## src/rtl/status_collector_pkg.sv

```systemverilog
`default_nettype none
// =============================================================================
// Module   : status_collector_pkg
// Desc     : Register map constants and channel address decode for the
//            multi-channel SHA-2 status collector.
// Revision : 1.0 - initial release
// =============================================================================
package status_collector_pkg;

    localparam logic [31:0] CTRL_OFS   = 32'h0000_0000;
    localparam logic [31:0] IRQ_OFS    = 32'h0000_0004;
    localparam logic [31:0] CH_BASE    = 32'h0000_0010;
    localparam logic [31:0] CH_STRIDE  = 32'h0000_0010;
    localparam logic [31:0] STATUS_OFS = 32'h0000_0000;
    localparam logic [31:0] ERR_OFS    = 32'h0000_0004;
    localparam logic [31:0] COUNT_OFS  = 32'h0000_0008;

    localparam int ERR_BUF_BIT     = 0;
    localparam int ERR_PKT_BIT     = 1;
    localparam int ERR_CLR_BIT     = 31;
    localparam int CNT_CLR_ALL_BIT = 31;

    // Wide enough for the largest supported channel count (14).
    localparam int CH_IDX_W = 4;

    typedef logic [CH_IDX_W-1:0] ch_idx_t;

    typedef enum logic [1:0] {
        REG_STATUS = 2'(STATUS_OFS >> 2),
        REG_ERR    = 2'(ERR_OFS >> 2),
        REG_COUNT  = 2'(COUNT_OFS >> 2),
        REG_RSVD   = 2'd3
    } ch_reg_e;

    typedef struct packed {
        logic    hit;
        ch_idx_t channel;
        ch_reg_e sel;
    } ch_dec_t;

    function automatic ch_dec_t ch_decode(input logic [31:0] addr, input logic [31:0] nch);
        logic [31:0] rel;
        logic [31:0] idx;
        ch_dec_t     d;
        rel       = addr - CH_BASE;
        idx       = rel / CH_STRIDE;
        d.hit     = (addr >= CH_BASE) && (idx < nch);
        d.channel = idx[CH_IDX_W-1:0];
        d.sel     = ch_reg_e'(2'((rel % CH_STRIDE) >> 2));
        return d;
    endfunction

endpackage
`default_nettype wire

```

## src/rtl/status_collector_channel.sv

```systemverilog
`default_nettype none
// =============================================================================
// Module   : status_channel
// Desc     : Per-channel sticky W1C error flags, saturating packet counter and
//            one-cycle error-clear pulse generator.
// Revision : 1.0 - initial release
// =============================================================================
module status_channel #(
    parameter int COUNT_WIDTH = 16
) (
    input  logic                   i_clk,
    input  logic                   i_rst,
    input  logic                   i_err_buffer,
    input  logic                   i_err_packet,
    input  logic                   i_pkt_done,
    input  logic                   i_err_wr,
    input  logic                   i_w1c_buf,
    input  logic                   i_w1c_pkt,
    input  logic                   i_clr_req,
    input  logic                   i_cnt_clr,
    output logic                   o_err_buf,
    output logic                   o_err_pkt,
    output logic [COUNT_WIDTH-1:0] o_count,
    output logic                   o_err_clear
);

    localparam logic [COUNT_WIDTH-1:0] c_cnt_max = '1;

    logic                   r_err_buf;
    logic                   r_err_pkt;
    logic                   r_err_clear;
    logic [COUNT_WIDTH-1:0] r_count;
    logic [COUNT_WIDTH-1:0] w_cnt_base;
    logic [COUNT_WIDTH-1:0] w_cnt_next;

    // Software clear lands first so a coincident packet leaves the count at 1.
    always_comb begin
        w_cnt_base = i_cnt_clr ? '0 : r_count;
        w_cnt_next = w_cnt_base;
        if (i_pkt_done && (w_cnt_base != c_cnt_max)) begin
            w_cnt_next = w_cnt_base + COUNT_WIDTH'(1);
        end
    end

    always_ff @(posedge i_clk) begin
        if (i_rst) begin
            r_err_buf   <= 1'b0;
            r_err_pkt   <= 1'b0;
            r_err_clear <= 1'b0;
            r_count     <= '0;
        end else begin
            r_err_buf   <= i_err_buffer | (r_err_buf & ~(i_err_wr & i_w1c_buf));
            r_err_pkt   <= i_err_packet | (r_err_pkt & ~(i_err_wr & i_w1c_pkt));
            r_err_clear <= i_err_wr & i_clr_req;
            r_count     <= w_cnt_next;
        end
    end

    assign o_err_buf   = r_err_buf;
    assign o_err_pkt   = r_err_pkt;
    assign o_count     = r_count;
    assign o_err_clear = r_err_clear;

endmodule
`default_nettype wire

```

## src/rtl/status_collector.sv

```systemverilog
`default_nettype none
// =============================================================================
// Module   : status_collector
// Desc     : APB slave collecting status, sticky errors and packet counts from
//            CHANNELS SHA-2 pipeline channels, with a level interrupt.
// Revision : 1.0 - initial release
// =============================================================================
module status_collector
    import status_collector_pkg::*;
#(
    parameter int CHANNELS    = 4,
    parameter int ID_WIDTH    = 6,
    parameter int BUF_WIDTH   = 3,
    parameter int COUNT_WIDTH = 16,
    parameter int ADDR_WIDTH  = 8
) (
    input  logic                          i_clk,
    input  logic                          i_rst,
    input  logic                          i_psel,
    input  logic                          i_penable,
    input  logic                          i_pwrite,
    input  logic [ADDR_WIDTH-1:0]         i_paddr,
    input  logic [31:0]                   i_pwdata,
    output logic [31:0]                   o_prdata,
    output logic                          o_pready,
    output logic                          o_pslverr,
    input  logic [CHANNELS*ID_WIDTH-1:0]  i_id,
    input  logic [CHANNELS*BUF_WIDTH-1:0] i_buffered,
    input  logic [CHANNELS-1:0]           i_err_buffer,
    input  logic [CHANNELS-1:0]           i_err_packet,
    input  logic [CHANNELS-1:0]           i_pkt_done,
    output logic [CHANNELS-1:0]           o_err_clear,
    output logic                          o_irq
);

    logic [31:0]            w_addr;
    ch_dec_t                w_dec;
    logic                   w_glb_hit;
    logic                   w_hit;
    logic                   w_setup;
    logic                   w_wr;
    logic                   w_ctrl_wr;
    logic                   w_clr_all;
    logic [31:0]            w_rdata;
    logic [CHANNELS-1:0]    w_err_wr;
    logic [CHANNELS-1:0]    w_cnt_clr;
    logic [CHANNELS-1:0]    w_err_buf;
    logic [CHANNELS-1:0]    w_err_pkt;
    logic [COUNT_WIDTH-1:0] w_count [CHANNELS];
    logic [CHANNELS-1:0]    w_irq_status;
    logic                   w_unused;

    logic [31:0]            r_prdata;
    logic                   r_pslverr;
    logic [CHANNELS-1:0]    r_irq_en;
    logic                   r_irq;

    // Byte lanes are ignored; everything decodes on word addresses.
    assign w_addr    = 32'(i_paddr) & ~32'h3;
    assign w_dec     = ch_decode(w_addr, 32'(CHANNELS));
    assign w_glb_hit = (w_addr < CH_BASE);
    assign w_hit     = w_glb_hit | w_dec.hit;

    assign w_setup   = i_psel & ~i_penable;
    assign w_wr      = i_psel & i_penable & i_pwrite & w_hit;
    assign w_ctrl_wr = w_wr & (w_addr == CTRL_OFS);
    assign w_clr_all = w_ctrl_wr & i_pwdata[CNT_CLR_ALL_BIT];

    assign w_irq_status = r_irq_en & (w_err_buf | w_err_pkt);
    assign w_unused     = ^i_pwdata;

    for (genvar c = 0; c < CHANNELS; c++) begin : g_ch
        logic w_ch_wr;

        assign w_ch_wr      = w_wr & w_dec.hit & (w_dec.channel == ch_idx_t'(c));
        assign w_err_wr[c]  = w_ch_wr & (w_dec.sel == REG_ERR);
        assign w_cnt_clr[c] = (w_ch_wr & (w_dec.sel == REG_COUNT)) | w_clr_all;

        status_channel #(
            .COUNT_WIDTH (COUNT_WIDTH)
        ) u_channel (
            .i_clk        (i_clk),
            .i_rst        (i_rst),
            .i_err_buffer (i_err_buffer[c]),
            .i_err_packet (i_err_packet[c]),
            .i_pkt_done   (i_pkt_done[c]),
            .i_err_wr     (w_err_wr[c]),
            .i_w1c_buf    (i_pwdata[ERR_BUF_BIT]),
            .i_w1c_pkt    (i_pwdata[ERR_PKT_BIT]),
            .i_clr_req    (i_pwdata[ERR_CLR_BIT]),
            .i_cnt_clr    (w_cnt_clr[c]),
            .o_err_buf    (w_err_buf[c]),
            .o_err_pkt    (w_err_pkt[c]),
            .o_count      (w_count[c]),
            .o_err_clear  (o_err_clear[c])
        );
    end

    always_comb begin
        w_rdata = '0;
        if (w_glb_hit) begin
            if (w_addr == CTRL_OFS) begin
                w_rdata[CHANNELS-1:0] = r_irq_en;
            end else if (w_addr == IRQ_OFS) begin
                w_rdata[CHANNELS-1:0] = w_irq_status;
            end
        end else if (w_dec.hit) begin
            for (int c = 0; c < CHANNELS; c++) begin
                if (w_dec.channel == ch_idx_t'(c)) begin
                    case (w_dec.sel)
                        REG_STATUS: begin
                            w_rdata[ID_WIDTH-1:0]          = i_id[c*ID_WIDTH +: ID_WIDTH];
                            w_rdata[ID_WIDTH +: BUF_WIDTH] = i_buffered[c*BUF_WIDTH +: BUF_WIDTH];
                        end
                        REG_ERR: begin
                            w_rdata[ERR_BUF_BIT] = w_err_buf[c];
                            w_rdata[ERR_PKT_BIT] = w_err_pkt[c];
                        end
                        REG_COUNT: w_rdata[COUNT_WIDTH-1:0] = w_count[c];
                        default:   w_rdata = '0;
                    endcase
                end
            end
        end
    end

    // Read data and error are captured at the setup edge and held for the access phase.
    always_ff @(posedge i_clk) begin
        if (i_rst) begin
            r_prdata  <= '0;
            r_pslverr <= 1'b0;
            r_irq_en  <= '0;
            r_irq     <= 1'b0;
        end else begin
            if (w_setup) begin
                r_prdata  <= w_rdata;
                r_pslverr <= ~w_hit;
            end
            if (w_ctrl_wr) begin
                r_irq_en <= i_pwdata[CHANNELS-1:0];
            end
            r_irq <= |w_irq_status;
        end
    end

    assign o_prdata  = r_prdata;
    assign o_pslverr = r_pslverr;
    assign o_pready  = 1'b1;
    assign o_irq     = r_irq;

endmodule
`default_nettype wire

```

## config.mk

```make
export PLATFORM = sky130hd
export DESIGN_NAME = status_collector
export DESIGN_NICKNAME = d
export VERILOG_FILES = /design/src/rtl/status_collector_pkg.sv /design/src/rtl/status_collector_channel.sv /design/src/rtl/status_collector.sv
export SDC_FILE = /design/constraint.sdc
export NUM_CORES = 1
export LEC_CHECK = 0
export ABC_AREA = 1
export BUFFER_PORTS_ARGS = -buffer_cell sky130_fd_sc_hd__buf_2
export CORE_UTILIZATION = 51
export CTS_BUF_LIST = sky130_fd_sc_hd__clkbuf_4
export DETAILED_ROUTE_END_ITERATION = 10
export PLACE_DENSITY = 0.77
export SLEW_MARGIN = 20
export SYNTH_ARGS = -nofsm -noshare
export SYNTH_HDL_FRONTEND = slang
export SYNTH_SLANG_ARGS = --single-unit
export TNS_END_PERCENT = 20
```

## constraint.sdc

```tcl
create_clock -name i_clk -period 2.62 [get_ports i_clk]
set_clock_uncertainty 0.1 [all_clocks]
set_input_delay 0.262 -clock i_clk [delete_from_list [all_inputs] [get_ports i_clk]]
set_output_delay 0.262 -clock i_clk [all_outputs]
set_load 0.1 [all_outputs]
```

==> summary.txt <==
Critical path
  – Critical R2R Launch: g_ch[1].u_channel.o_count[0]
  – Critical Path AT: 2.45 ns
  – R2r setup slk: 0.52 ns
  – Critical-path cell list: buf_2 -> clkinv_4 -> nand2_2 -> nand2_1 -> nand3_4 -> nor2_8 -> nand3_4 -> nand2_4 -> nor2_4 -> ha_1 -> nand2_1 -> nor2_4 -> nand2_2 -> nor2_4 -> nand2_4 -> nand2_4 -> nand2_1 -> a21oi_1
  – Crit path kind: input port to flip-flop
  – Startpoint Class: input port
  – Reg-to-reg endpoint: g_ch[1].u_channel.o_count[3]
  – Crit path largest cell delay: 0.27 ns
  – Reg2reg path depth: 11
  – Crit-path slowest cell: ha_1
  – Worst setup EP type: flip-flop
  – Critical Path RT: 2.93 ns
  – Crit Path Max Fanout: 16
  – Crit path from: i_paddr[4]
  – Worst setup path endpoint: g_ch[1].u_channel.o_count[3]

Clock network
  – Post-CTS resize count: 0
  – CTS tree: done
  – Worst skew pair latency: 0.50 ns
  – Num CTS Buffers: 9
  – Total clock sinks: 98
  – CTS max path bufs: 2
  – H-tree depth: 3
  – Clk slew on worst S/H paths: 0.17 ns
  – Root buf cell: clkbuf_4

Layout
  – Fill cell count: 1416
  – Design Area, Final: 8554 sq um
  – Final Non-Filler Cells: 1475
  – Layout cells sized above 1: 20.78%
  – Layout area overhead: 13.27%
  – Nets: 1382

Logic synthesis
  – Most used flip-flop cell after synthesis: dfxtp_1
  – Post-Syn Area: 7552 sq um
  – Syn Inst Count: 1167
  – Flops & latches, synth: 98
  – Seq/Total Area, Yosys: 25.98%
  – Mean Syn Cell Area: 6.472 sq um
  – Number of synthesized flops with an enable pin: 0
  – Ys async rst share: 0%
  – Synth Warn #: 0
  – Distinct cells, synth: 50

Drt
  – Met2 WL post-DR: 10.35 mm
  – Wl on met1: 9.368 mm
  – DR vias: 8107
  – WL met3: 2.102 mm
  – WL per Instance: 15.30 um
  – DR iter-0 viols: 778
  – DRT antenna net count: 0
  – Vias per cell: 5.496
  – DR top layer: met4
  – TritonRoute pass-1 iters: 9
  – Post-route DRC: 0
  – Routed WL: 22.57 mm

GRT
  – Vias in the first global route: 7223
  – Grt ovf: 0
  – Total track usage: 30.08%
  – Initial antenna violation count: 1
  – Global-route wire length before repair: 35.67 mm
  – Largest net degree at the start of global routing: 72

Floorplan
  – Initial Util: 52.16%
  – Die area: 15300 sq um
  – FP Rows: 44
  – Die Width: 123.7 um
  – IO Count: 132
  – Die Ht: 123.7 um
  – Core footprint: 14480 sq um

STA
  – Count of pins over their slew limit: 0
  – Final period util: 81.72%
  – Setup-failing EPs final: 0
  – RSZ-0062 raised after global routing: false
  – Fmax achieved: 467.1 MHz
  – Slew HR: 39.30%
  – Minimum clock period: 2.141 ns
  – Final hold vios: 0
  – Slew of the pin with the lowest slew margin: 0.9105 ns

Placement
  – Post-DP HPWL: 16.96 mm
  – Placed Cells: 1443
  – Port buffer count: 85
  – Placed Area: 8254 sq um
  – GP Congestion: 0.9814

Pwr
  – LEAKAGE: 0.003856 uW
  – PwrDens: 354.8 nW/um^2
  – Maximum vdd drop: 252.7 uV

Job
  – Max_cap viols: 0

Min path
  – Worst min path class: input port to flip-flop

Run status
  – Status: finished clean
==> cells in the final DEF, fill, tap and decap left out, drive strengths merged, types with 2 or more instances in the layout <==
cell	instances
o22ai	2
ha	4
a22o	2
a21boi	2
buf	142
nand4	43
a21oi	85
dlygate4sd3	15
xnor2	5
nor2	148
o211ai	9
nand2	340
clkbuf	10
nand3b	4
nand3	101
o2111ai	2
conb	17
a221oi	3
nor3	7
o21ai	66
o221ai	5
xor2	20
dfxtp	98
clkinv	2
inv	147
a31oi	4
==> flip-flops by register name (all words and copies together) (netlist names) <==
signal and flops:
o_prdata 16, g_ch.u_channel.o_err_buf 4, g_ch.u_channel.o_count 64, o_irq 1, o_pslverr 1, g_ch.u_channel.o_err_pkt 4, g_ch.u_channel.o_err_clear 4, r_irq_en 4
==> synthesized netlist by cell type (12+ instances only) <==
library cell | n | share of area (%)
nor2_1 | 115 | 5.7
clkbuf_1 | 22 | 1.1
o21ai_0 | 65 | 4.3
inv_2 | 12 | 0.60
nand2_2 | 16 | 1.3
nor2_2 | 14 | 1.2
buf_4 | 26 | 2.6
xor2_1 | 20 | 2.3
inv_1 | 132 | 6.6
a21oi_1 | 79 | 5.2
dfxtp_1 | 98 | 26
nand3_1 | 80 | 5.3
nand2_4 | 12 | 1.8
nand4_1 | 41 | 3.4
nand2_1 | 311 | 15
nor2_4 | 16 | 2.4
==> stage by stage <==
step	util [%]	setup TNS (ns)	total power [uW]	hold WS, ns	setup slack [ns]
finish	59.08	0	3035	0.03306	0.4789
detailed placement	57.01	-0.1414	2143	0.3542	-0.03368
global route	59.08	0	3142	0.008633	0.2775
CTS	59.07	0	3044	0.01589	0.5078
global placement	57.01	0	2139	0.3501	0.0001388
floorplan	-	0	1994	0.2960	0.08998
==> worst max-delay path: cells and delay by family <==
family	cells	cell delay [ns]
simple gates	14	1.53
fa+ha+maj	1	0.27
buf+inv	2	0.24
compound gates	1	0.13
==> layer usage <==
metal	track usage (%)	vias up
met1	37.91	3651
met4	12.58	0
met2	49.31	415
li1	-	3985
met3	6.593	56
met5	0	-
==> how the worst min path moves through the flow <==
stage               slack, ns                            end  cells past startpoint       startpoint
floorplan                0.30    g_ch[0].u_channel.o_err_buf                      2  i_err_buffer[0]
global placement         0.35                   o_prdata[14]                      2     o_prdata[14]
detailed placement       0.35                   o_prdata[13]                      2     o_prdata[13]
CTS                      0.02  g_ch[3].u_channel.o_err_clear                      3     i_pwdata[31]
global route            0.009  g_ch[3].u_channel.o_err_clear                      3     i_pwdata[31]
finish                   0.03  g_ch[2].u_channel.o_err_clear                      3     i_pwdata[31]
==> power by group <==
group          leakage (uW)  total, uW  switching, uW  internal (uW)
logic               0.00298        599            438            161
clock network     0.0000780        895            582            314
registers          0.000795       1540           20.4           1520
total               0.00386       3040           1040           2000
==> layout make-up <==
type                            count  area (sq um)  area share (%)
Multi-Input combinational cell    874          4634           54.18
Sequential cell                    98          1962           22.93
Timing Repair Buffer              157          1028           12.02
Inverter                          145         549.3           6.421
Tap cell                          184         230.2           2.691
Clock buffer                       10         75.07          0.8776
Clock inverter                      6         72.57          0.8483
Antenna cell                        1         2.502         0.02925
==> cell families (layout without fill, tap and decap cells) <==
kind of cell	Yosys count	count (layout)	share of synthesized area, %
xor+xnor	25	25	2.899
compound gates	183	183	13.88
fa+ha+maj	4	4	0.6627
other cells	2	18	0.09944
buf+inv	210	318	13.40
flops	98	98	25.98
simple gates	645	645	43.08
==> repair_timing <==
| item | CTS | global route |
|---|---|---|
| endpoints found under the setup margin | 0 | 0 |
| hold buffers | 15 | 0 |
| hold endpoints to repair | 21 | 0 |
| setup buffers | 0 | 0 |
(Power assumes the default switching activity.)
